===== src/rtl/reg_free_list.sv =====
// Circular free list of physical register indices between commit and rename.
// Rename pops the index at the head; commit pushes released indices at the tail.
// Optional duplicate-return checking is compiled in with FREE_LIST_DUP_CHECK_EN.
//
// Ports:
//   clk           clock, all state on rising edge
//   n_rst         asynchronous active-low reset
//   alloc_req     rename requests one free index this cycle
//   alloc_valid   a free index is available (registered)
//   alloc_addr    index at head, meaningful only with alloc_valid (registered)
//   ret_valid     commit returns an index this cycle
//   ret_addr      index being returned
//   free_count    number of indices currently held (registered)
//   empty         free_count == 0 (registered)
//   overflow_err  sticky: a return arrived while full and was dropped
//   dup_err       sticky: duplicate/out-of-range return (0 without the macro)
module reg_free_list #(
  parameter  int unsigned PHYS_REGS = 32,
  parameter  int unsigned ARCH_REGS = 16,
  localparam int unsigned AW        = $clog2(PHYS_REGS)
) (
  input  logic          clk,
  input  logic          n_rst,
  input  logic          alloc_req,
  output logic          alloc_valid,
  output logic [AW-1:0] alloc_addr,
  input  logic          ret_valid,
  input  logic [AW-1:0] ret_addr,
  output logic [AW:0]   free_count,
  output logic          empty,
  output logic          overflow_err,
  output logic          dup_err
);

  localparam int unsigned DEPTH = PHYS_REGS - ARCH_REGS;
  localparam int unsigned PW    = (DEPTH > 1) ? $clog2(DEPTH) : 1;
  localparam int unsigned CW    = AW + 1;

  // Pointers wrap at DEPTH-1, so DEPTH need not be a power of two.
  function automatic logic [PW-1:0] ptr_inc(input logic [PW-1:0] p);
    return (p == PW'(DEPTH - 1)) ? '0 : p + PW'(1);
  endfunction

  logic [AW-1:0] entry_q [DEPTH];
  logic [PW-1:0] head_q, head_n;
  logic [PW-1:0] tail_q, tail_n;
  logic [CW-1:0] count_q, count_n;
  logic [AW-1:0] alloc_addr_q, alloc_addr_n;
  logic          alloc_valid_q, empty_q, overflow_q;
  logic          alloc_fire, ret_fire, ret_dup, full;

  // Next-state for pointers, count and the registered head view.
  always_comb begin
    alloc_fire   = alloc_req & alloc_valid_q;
    full         = (count_q == CW'(DEPTH));
    ret_fire     = ret_valid & ~ret_dup & (~full | alloc_fire);
    head_n       = head_q;
    tail_n       = tail_q;
    count_n      = count_q;
    if (alloc_fire) head_n = ptr_inc(head_q);
    if (ret_fire)   tail_n = ptr_inc(tail_q);
    if (ret_fire && !alloc_fire)      count_n = count_q + CW'(1);
    else if (alloc_fire && !ret_fire) count_n = count_q - CW'(1);
    // Head view after the edge: a write landing on the new head wins.
    if (ret_fire && (tail_q == head_n)) alloc_addr_n = ret_addr;
    else                                alloc_addr_n = entry_q[head_n];
  end

  always_ff @(posedge clk or negedge n_rst) begin
    if (!n_rst) begin
      for (int i = 0; i < int'(DEPTH); i++) entry_q[i] <= AW'(ARCH_REGS + i);
      head_q        <= '0;
      tail_q        <= '0;
      count_q       <= CW'(DEPTH);
      alloc_addr_q  <= AW'(ARCH_REGS);
      alloc_valid_q <= (DEPTH != 0);
      empty_q       <= (DEPTH == 0);
      overflow_q    <= 1'b0;
    end else begin
      if (ret_fire) entry_q[tail_q] <= ret_addr;
      head_q        <= head_n;
      tail_q        <= tail_n;
      count_q       <= count_n;
      alloc_addr_q  <= alloc_addr_n;
      alloc_valid_q <= (count_n != '0);
      empty_q       <= (count_n == '0);
      if (ret_valid && !ret_dup && full && !alloc_fire) overflow_q <= 1'b1;
    end
  end

`ifdef FREE_LIST_DUP_CHECK_EN
  logic [PHYS_REGS-1:0] bitmap_q, bitmap_n;
  logic                 dup_err_q;
  logic                 ret_oor;

  // A return is a duplicate if already free, unless it is the index leaving this cycle.
  always_comb begin
    ret_oor = ({1'b0, ret_addr} >= CW'(PHYS_REGS));
    ret_dup = ret_oor ||
              (bitmap_q[ret_addr] && !(alloc_fire && (alloc_addr_q == ret_addr)));
    bitmap_n = bitmap_q;
    if (alloc_fire) bitmap_n[alloc_addr_q] = 1'b0;
    if (ret_fire)   bitmap_n[ret_addr]     = 1'b1;
  end

  always_ff @(posedge clk or negedge n_rst) begin
    if (!n_rst) begin
      for (int i = 0; i < int'(PHYS_REGS); i++) bitmap_q[i] <= (i >= int'(ARCH_REGS));
      dup_err_q <= 1'b0;
    end else begin
      bitmap_q <= bitmap_n;
      if (ret_valid && ret_dup) dup_err_q <= 1'b1;
    end
  end

  assign dup_err = dup_err_q;
`else
  assign ret_dup = 1'b0;
  assign dup_err = 1'b0;
`endif

  assign alloc_valid  = alloc_valid_q;
  assign alloc_addr   = alloc_addr_q;
  assign free_count   = count_q;
  assign empty        = empty_q;
  assign overflow_err = overflow_q;

endmodule


===== config.mk =====
export PLATFORM = sky130hd
export DESIGN_NAME = reg_free_list
export DESIGN_NICKNAME = d
export VERILOG_FILES = /design/src/rtl/reg_free_list.sv
export SDC_FILE = /design/constraint.sdc
export NUM_CORES = 1
export LEC_CHECK = 0
export BUFFER_PORTS_ARGS = -buffer_cell sky130_fd_sc_hd__buf_2
export CORE_MARGIN = 5
export CORE_UTILIZATION = 43
export CTS_BUF_LIST = sky130_fd_sc_hd__clkbuf_4 sky130_fd_sc_hd__clkbuf_8
export CTS_CLUSTER_DIAMETER = 60
export DETAILED_ROUTE_END_ITERATION = 7
export GPL_ROUTABILITY_DRIVEN = 0
export PLACE_DENSITY = 0.63
export REMOVE_ABC_BUFFERS = 1
export SETUP_SLACK_MARGIN = 0.2
export SYNTH_ARGS = -nofsm -noshare
export SYNTH_HDL_FRONTEND = slang
export SYNTH_SLANG_ARGS = --single-unit

===== constraint.sdc =====
create_clock -name clk -period 5.85 [get_ports clk]
set_input_delay 0 -clock clk [delete_from_list [all_inputs] [get_ports clk]]
set_output_delay 0 -clock clk [all_outputs]
set_load 0.02 [all_outputs]

==> impl_metrics.ini, run 1 <==
[outcome]
status = completed

[cts]
cts_buffers = 9
cts_buffer_depth = 2
tritoncts = built
post-cts-setup-buffers = 0
cts-htree-levels = 3
insertion_delay_ns = 0.39
cts.sinks = 102
cts.clk_slew.worst_paths_ns = 0.10
cts_resized = 0
clockRootBuffer = clkbuf_8

[power]
p_leak_uw = 0.00251
power-per-cell-area_nw_per_um2 = 582
ir_worst_vdd_uv = 225

[placed_design]
hpwl_microns = 9200
portBuffers = 22
place_ws_ns = 2.46

[critical_path]
end_kind = flop
cp-start-kind = flop
critPathMaxStageDelay_ns = 0.71
cp.arrival_ns = 3.74
r2r-end = alloc_addr[0]$_DFF_PN0_
required_ns = 6.13
cp_cell_sequence = buf_4, ha_1, nand3_1, a21oi_4, mux2_2, a2111oi_0, a21oi_1, a32o_1
rr_worst_depth = 8
crit_path_max_fanout = 39
crit_type = reg2reg
regToRegSetupSlack_ns = 2.39
cpMaxStageDelayCell = a21oi_4
r2r_start = head_q[0]$_DFF_PN0_

[synthesis]
ys_warn_count = 0
synth_ff_type = dfstp_2
synth-async-reset-ratio = 1.00
synth.avg_cell_area_sq_um = 11.4
yosysSeqAreaShare = 0.466
yosysUniqueCellTypes = 64
synth_area_sq_um = 5610
synth_edf_count = 0
synth_seq_cells = 102
synth_cells = 490

[drt]
drt_wl_total_microns = 13600
top_layer = met4
first_iter_violations = 383
vias = 4008
wl_met2_microns = 6350
wire_per_inst_microns = 20.2
route.met3.wl_microns = 672
via_per_inst = 5.92
antenna_left = 0
wl_met1_microns = 6310
firstDrtPassIters = 5
drcViolationCount = 0

[sta]
period_share = 0.591
slew_violations = 0
finalHoldViolCount = 0
tightest_slew_ns = 0.938
slew_headroom = 0.371
finClkSkew_ns = 0.0136
max_freq_ghz = 0.289
setup_tns_ns = 0
rsz0062_at_grt = no
period_needed_ns = 3.46
worst_slack_ns = 2.39
setup_viol = 0

[hold_path]
hold_path_depth = 3
hold_path_end = alloc_addr[4]$_DFF_PN1_
hold_path_class = in2reg
min_from = ret_addr[4]

[job]
max_cap_viol_count = 0

[layout]
syn_to_final_growth_pct = 7.63
diodes = 0
layout-drive-gt1-share = 0.392
fin_nets = 516

[floorplanning]
fp-row-count = 41
ios = 24
die_w_microns = 124
dieArea_sq_um = 15400
core-area_sq_um = 12700
die_h_microns = 124
start_util = 0.441

[global_route]
antenna_found_initial = 0
grt_usage = 0.178
grt_pass1_vias = 3892
grt_max_degree = 68
grt_pass1_wl_microns = 22100
grt-ovfl-total = 0
sequential cells by signal, indices dropped and copies added (netlist names):
name	count
alloc_addr	5
alloc_valid	1
empty	1
entry_q	80
free_count	6
head_q	4
overflow_err	1
tail_q	4
per-stage QoR:
stage	utilization	hold slack, ns	area (sq um)	total power [uW]	std cells
after floorplan	-	-0.296	5470	2600	461
after global placement	0.458	-0.0148	5820	3020	659
after global routing	0.475	0.0482	6040	3750	677
final	0.475	0.0519	6040	3510	677
after CTS	0.475	0.0317	6040	3520	677
after detailed placement	0.458	-0.0138	5820	3070	659
where the power goes:
part           internal (uW)  total [uW]  switching, uW
registers               1140        1440            298
logic                    769        1640            869
clock network            190         435            245
total                   2100        3510           1410
final cells by class:
cell class | instances | area, sq um
Clock buffer | 12 | 165
Timing Repair Buffer | 28 | 163
Fill cell | 1177 | 6680
Tap cell | 172 | 215
Clock inverter | 4 | 28.8
Multi-Input combinational cell | 346 | 2800
Inverter | 13 | 48.8
Sequential cell | 102 | 2620
worst max path at each step:
stage / startpoint / endpoint / depth (start not counted)
after floorplan: head_q[0]$_DFF_PN0_ / alloc_addr[3]$_DFF_PN0_ / 7
after global placement: head_q[0]$_DFF_PN0_ / alloc_addr[0]$_DFF_PN0_ / 8
after detailed placement: head_q[0]$_DFF_PN0_ / alloc_addr[0]$_DFF_PN0_ / 8
after CTS: head_q[0]$_DFF_PN0_ / alloc_addr[0]$_DFF_PN0_ / 8
after global routing: head_q[0]$_DFF_PN0_ / alloc_addr[0]$_DFF_PN0_ / 8
final: head_q[0]$_DFF_PN0_ / alloc_addr[0]$_DFF_PN0_ / 8
routing by layer:
layer,GRT usage,vias up
met5,0,-
met4,0.0600,0
met3,0.0425,23
met2,0.275,127
met1,0.247,2024
li1,-,1834
cells in the mapped netlist (9+ instances only):
cell      number  area, sq um
mux2_2        92         1040
dfrtp_1       51         1280
dfstp_2       51         1340
nand2_1       36          135
nor2_1        26         97.6
mux2i_1       25          250
a21oi_1       15         75.1
inv_1         13         48.8
clkbuf_1      12         45.0
nand3_1       11         55.1
buf_2         10         50.1
a22oi_1        9         67.6
o221ai_1       9         78.8
critical path, delay by kind of cell, from the launching register on:
kind / cells / cell delay, ns
AO/OA/AOI/OAI: 4 / 1.49
buffers and inverters: 1 / 0.43
multiplexers: 1 / 0.41
flip-flops: 1 / 0.33
AND/OR/NAND/NOR: 1 / 0.23
adder cells (fa/ha/maj): 1 / 0.43
layout by cell type (no fill, tap or decap), types with 3 or more instances in the layout:
cell / n
nor4_1: 3
inv_1: 13
buf_4: 5
a21o_1: 3
o21ai_0: 8
o31ai_1: 3
ha_1: 7
and3_1: 5
dfstp_2: 51
a22oi_1: 9
a211oi_1: 3
a221o_1: 5
a22o_1: 8
nand3_1: 11
mux2_2: 92
nor2_1: 26
a32o_1: 3
nand2_1: 36
nor3_1: 4
nand3b_1: 3
a221oi_1: 3
mux2i_1: 25
o22ai_1: 6
xnor2_1: 8
a31oi_1: 4
o221ai_1: 9
dfrtp_1: 51
and2_1: 3
a21oi_1: 15
nor3_2: 5
clkbuf_8: 12
buf_2: 21
xor2_1: 3
cells by family (layout without fill, tap and decap cells):
group	Yosys count	after routing	share of synthesized area
multiplexers	118	118	0.232
buffers and inverters	42	57	0.0343
AND/OR/NAND/NOR	111	111	0.100
adder cells (fa/ha/maj)	7	7	0.0156
other	1	1	0.000668
XOR/XNOR	12	12	0.0201
AO/OA/AOI/OAI	97	97	0.131
flip-flops	102	102	0.466
timing repair:
action | CTS | global route
hold buffers | 2 | 0
endpoints found under the hold margin | 37 | 0
endpoints found under the setup margin | 0 | 0
Note: power is estimated with default switching activity, not from simulation.
==> run 2, diff against run 1 <==
Settings changed: ABC_AREA set to 1, PLACE_DENSITY 0.63 to 0.65.
Clock period 5.85 ns to 3.05 ns, I/O delays scaled along.
==> impl_metrics.ini, run 2 <==
[placed_design]
hpwl_microns = 9050
place_ws_ns = 0.861
portBuffers = 22

[drt]
wl_met1_microns = 6120
antenna_left = 0
vias = 4451
wl_met2_microns = 6110
drt_wl_total_microns = 13100
firstDrtPassIters = 5
first_iter_violations = 344
route.met3.wl_microns = 565
wire_per_inst_microns = 15.0
drcViolationCount = 0
top_layer = met4
via_per_inst = 5.12

[critical_path]
crit_type = reg2reg
required_ns = 3.32
cp.arrival_ns = 2.47
rr_worst_depth = 10
end_kind = flop
r2r_start = head_q[0]$_DFF_PN0_
critPathMaxStageDelay_ns = 0.44
crit_path_max_fanout = 29
regToRegSetupSlack_ns = 0.85
crit_buf_inv = 0
r2r-end = alloc_addr[0]$_DFF_PN0_
path_common_cell = nand2_1
path_delay_family = simple AND/OR/NAND/NOR gates
cpMaxStageDelayCell = dfrtp_1
cp-start-kind = flop
cp_cell_sequence = ha_1, nand3_1, nand2_1, nand2_1, nand2_2, xor2_1, nor3_4, nand2_2, nand2_1, nand2_1

[sta]
finalHoldViolCount = 0
worst_slack_ns = 0.848
setup_viol = 0
slew_violations = 0
slew_headroom = 0.384
whs_ns = 0.0614
period_share = 0.722
finClkSkew_ns = 0.0109
rsz0062_at_grt = no
period_needed_ns = 2.20
setup_tns_ns = 0
tightest_slew_ns = 0.923
max_freq_ghz = 0.454

[hold_path]
hold_path_depth = 4
min_from = alloc_req
hold_path_end = overflow_err$_DFFE_PN0P_
hold_path_class = in2reg

[cts]
cts_resized = 0
cts.sinks = 102
cts-htree-levels = 3
clockRootBuffer = clkbuf_8
cts_buffer_depth = 2
tritoncts = built
insertion_delay_ns = 0.37
cts_buffers = 9
cts.clk_slew.worst_paths_ns = 0.09
post-cts-setup-buffers = 0

[layout]
top_register = entry_q
fin_nets = 712
final_common_cell = nand2_1
fillers = 1217
largest_reg_flops = 80
diodes = 0
mostFrequentLayoutCells = 176 x nand2_1, 109 x nand3_1, 91 x inv_1, 84 x o21ai_0
syn_to_final_growth_pct = 10.7
layout-drive-gt1-share = 0.171

[floorplanning]
fp-row-count = 40
start_util = 0.441
dieArea_sq_um = 14800
core-area_sq_um = 12100
die_h_microns = 121
ios = 24
die_w_microns = 121

[synthesis]
synth_compound_area_frac = 0.0913
yosys.area_share.simple = 0.298
synth_top_cell_by_area = dfstp_2
ys_warn_count = 0
yosysTopAreaCellShare = 0.251
synth_seq_cells = 102
synth_edf_count = 0
synth_ff_type = dfstp_2
synth_top_family_by_area = simple AND/OR/NAND/NOR gates
synth_common_cells = 176 x nand2_1, 109 x nand3_1, 91 x inv_1
synthAdderAreaFrac = 0.0164
yosysUniqueCellTypes = 34
synth-async-reset-ratio = 1.00
synth_most_common_cell = nand2_1
synth_area_sq_um = 5350
synth_area_leaders = dfstp_2 25%, dfrtp_1 24%, nand2_1 12%
synth_cells = 674
synth-xor-area-share = 0.0162
synth_mux_area_frac = 0
synth.avg_cell_area_sq_um = 7.93
yosysSeqAreaShare = 0.489

[outcome]
status = completed

[global_route]
grt_pass1_vias = 4388
grt-ovfl-total = 0
grt_pass1_wl_microns = 21900
grt_usage = 0.186
antenna_found_initial = 0
grt_max_degree = 76

[job]
max_cap_viol_count = 0

[power]
ir_worst_vdd_uv = 476
total_power_uw = 6920
power-per-cell-area_nw_per_um2 = 1170
p_leak_uw = 0.00282
-- run 2: changes by cell type in the layout (fill, tap and decap cells not counted), sizes merged, moves of 25 or more --
cell / previous run / this run
nand2: 36 / 180
o21ai: 10 / 93
inv: 14 / 95
nand3: 11 / 110
mux2i: 25 / 0
mux2: 93 / 0
-- run 2: routing by layer --
layer / up-vias / track usage
met5: - / 0
met4: 0 / 0.0567
met3: 24 / 0.0354
met2: 120 / 0.299
met1: 2112 / 0.255
li1: 2195 / -
-- run 2: kinds of logic (layout without fill, tap and decap cells) --
family                     after synthesis  after routing
xor gates and xnor gates                 9              9
adders and majority gates                7              7
AOI/OAI and AO/OA                       94             94
DFF                                    102            102
buffers and inverters                  121            148
and+or+nand+nor                        340            340
other                                    1              1
-- run 2: where the power goes --
group	switching, uW	internal, uW
combinational	2130	1160
clock	457	526
sequential	427	2230
-- run 2: worst min-delay path: cells and delay by family --
kind                   cells  cell delay [ns]
buffers and inverters      1             0.10
AND/OR/NAND/NOR            2             0.24
AO/OA/AOI/OAI              1             0.06
-- run 2: what timing repair did --
action / in CTS / in global routing
hold endpoints to repair: 37 / 0
hold buffers: 7 / 0
setup endpoints to repair: 0 / 0
-- run 2: through the flow --
step / utilization / area (sq um) / instances
after floorplan: - / 5240 / 649
after global placement: 0.463 / 5610 / 846
after detailed placement: 0.463 / 5610 / 846
after CTS: 0.488 / 5920 / 869
after global routing: 0.488 / 5920 / 869
final: 0.488 / 5920 / 869
-- run 2: layout make-up --
| class | instances | area (sq um) | share of cell area |
|---|---|---|---|
| clock buffers | 13 | 166 | 0.0281 |
| clock inverters | 3 | 67.6 | 0.0114 |
| inverters | 96 | 364 | 0.0615 |
| multi-input cells | 451 | 2260 | 0.381 |
| flip-flops and latches | 102 | 2620 | 0.442 |
| well taps | 168 | 210 | 0.0355 |
| repair buffers | 36 | 235 | 0.0398 |
-- run 2: worst max path at each step --
| stage | start | to | slack (ns) | depth (start not counted) |
|---|---|---|---|---|
| final | head_q[0]$_DFF_PN0_ | alloc_addr[0]$_DFF_PN0_ | 0.85 | 10 |
| after global routing | head_q[1]$_DFF_PN0_ | alloc_addr[0]$_DFF_PN0_ | 0.61 | 13 |
| after CTS | head_q[0]$_DFF_PN0_ | alloc_addr[0]$_DFF_PN0_ | 0.84 | 10 |
| after detailed placement | head_q[0]$_DFF_PN0_ | alloc_addr[0]$_DFF_PN0_ | 0.86 | 10 |
| after global placement | head_q[0]$_DFF_PN0_ | alloc_addr[3]$_DFF_PN0_ | 0.90 | 10 |
| after floorplan | head_q[0]$_DFF_PN0_ | alloc_addr[0]$_DFF_PN0_ | 0.18 | 10 |
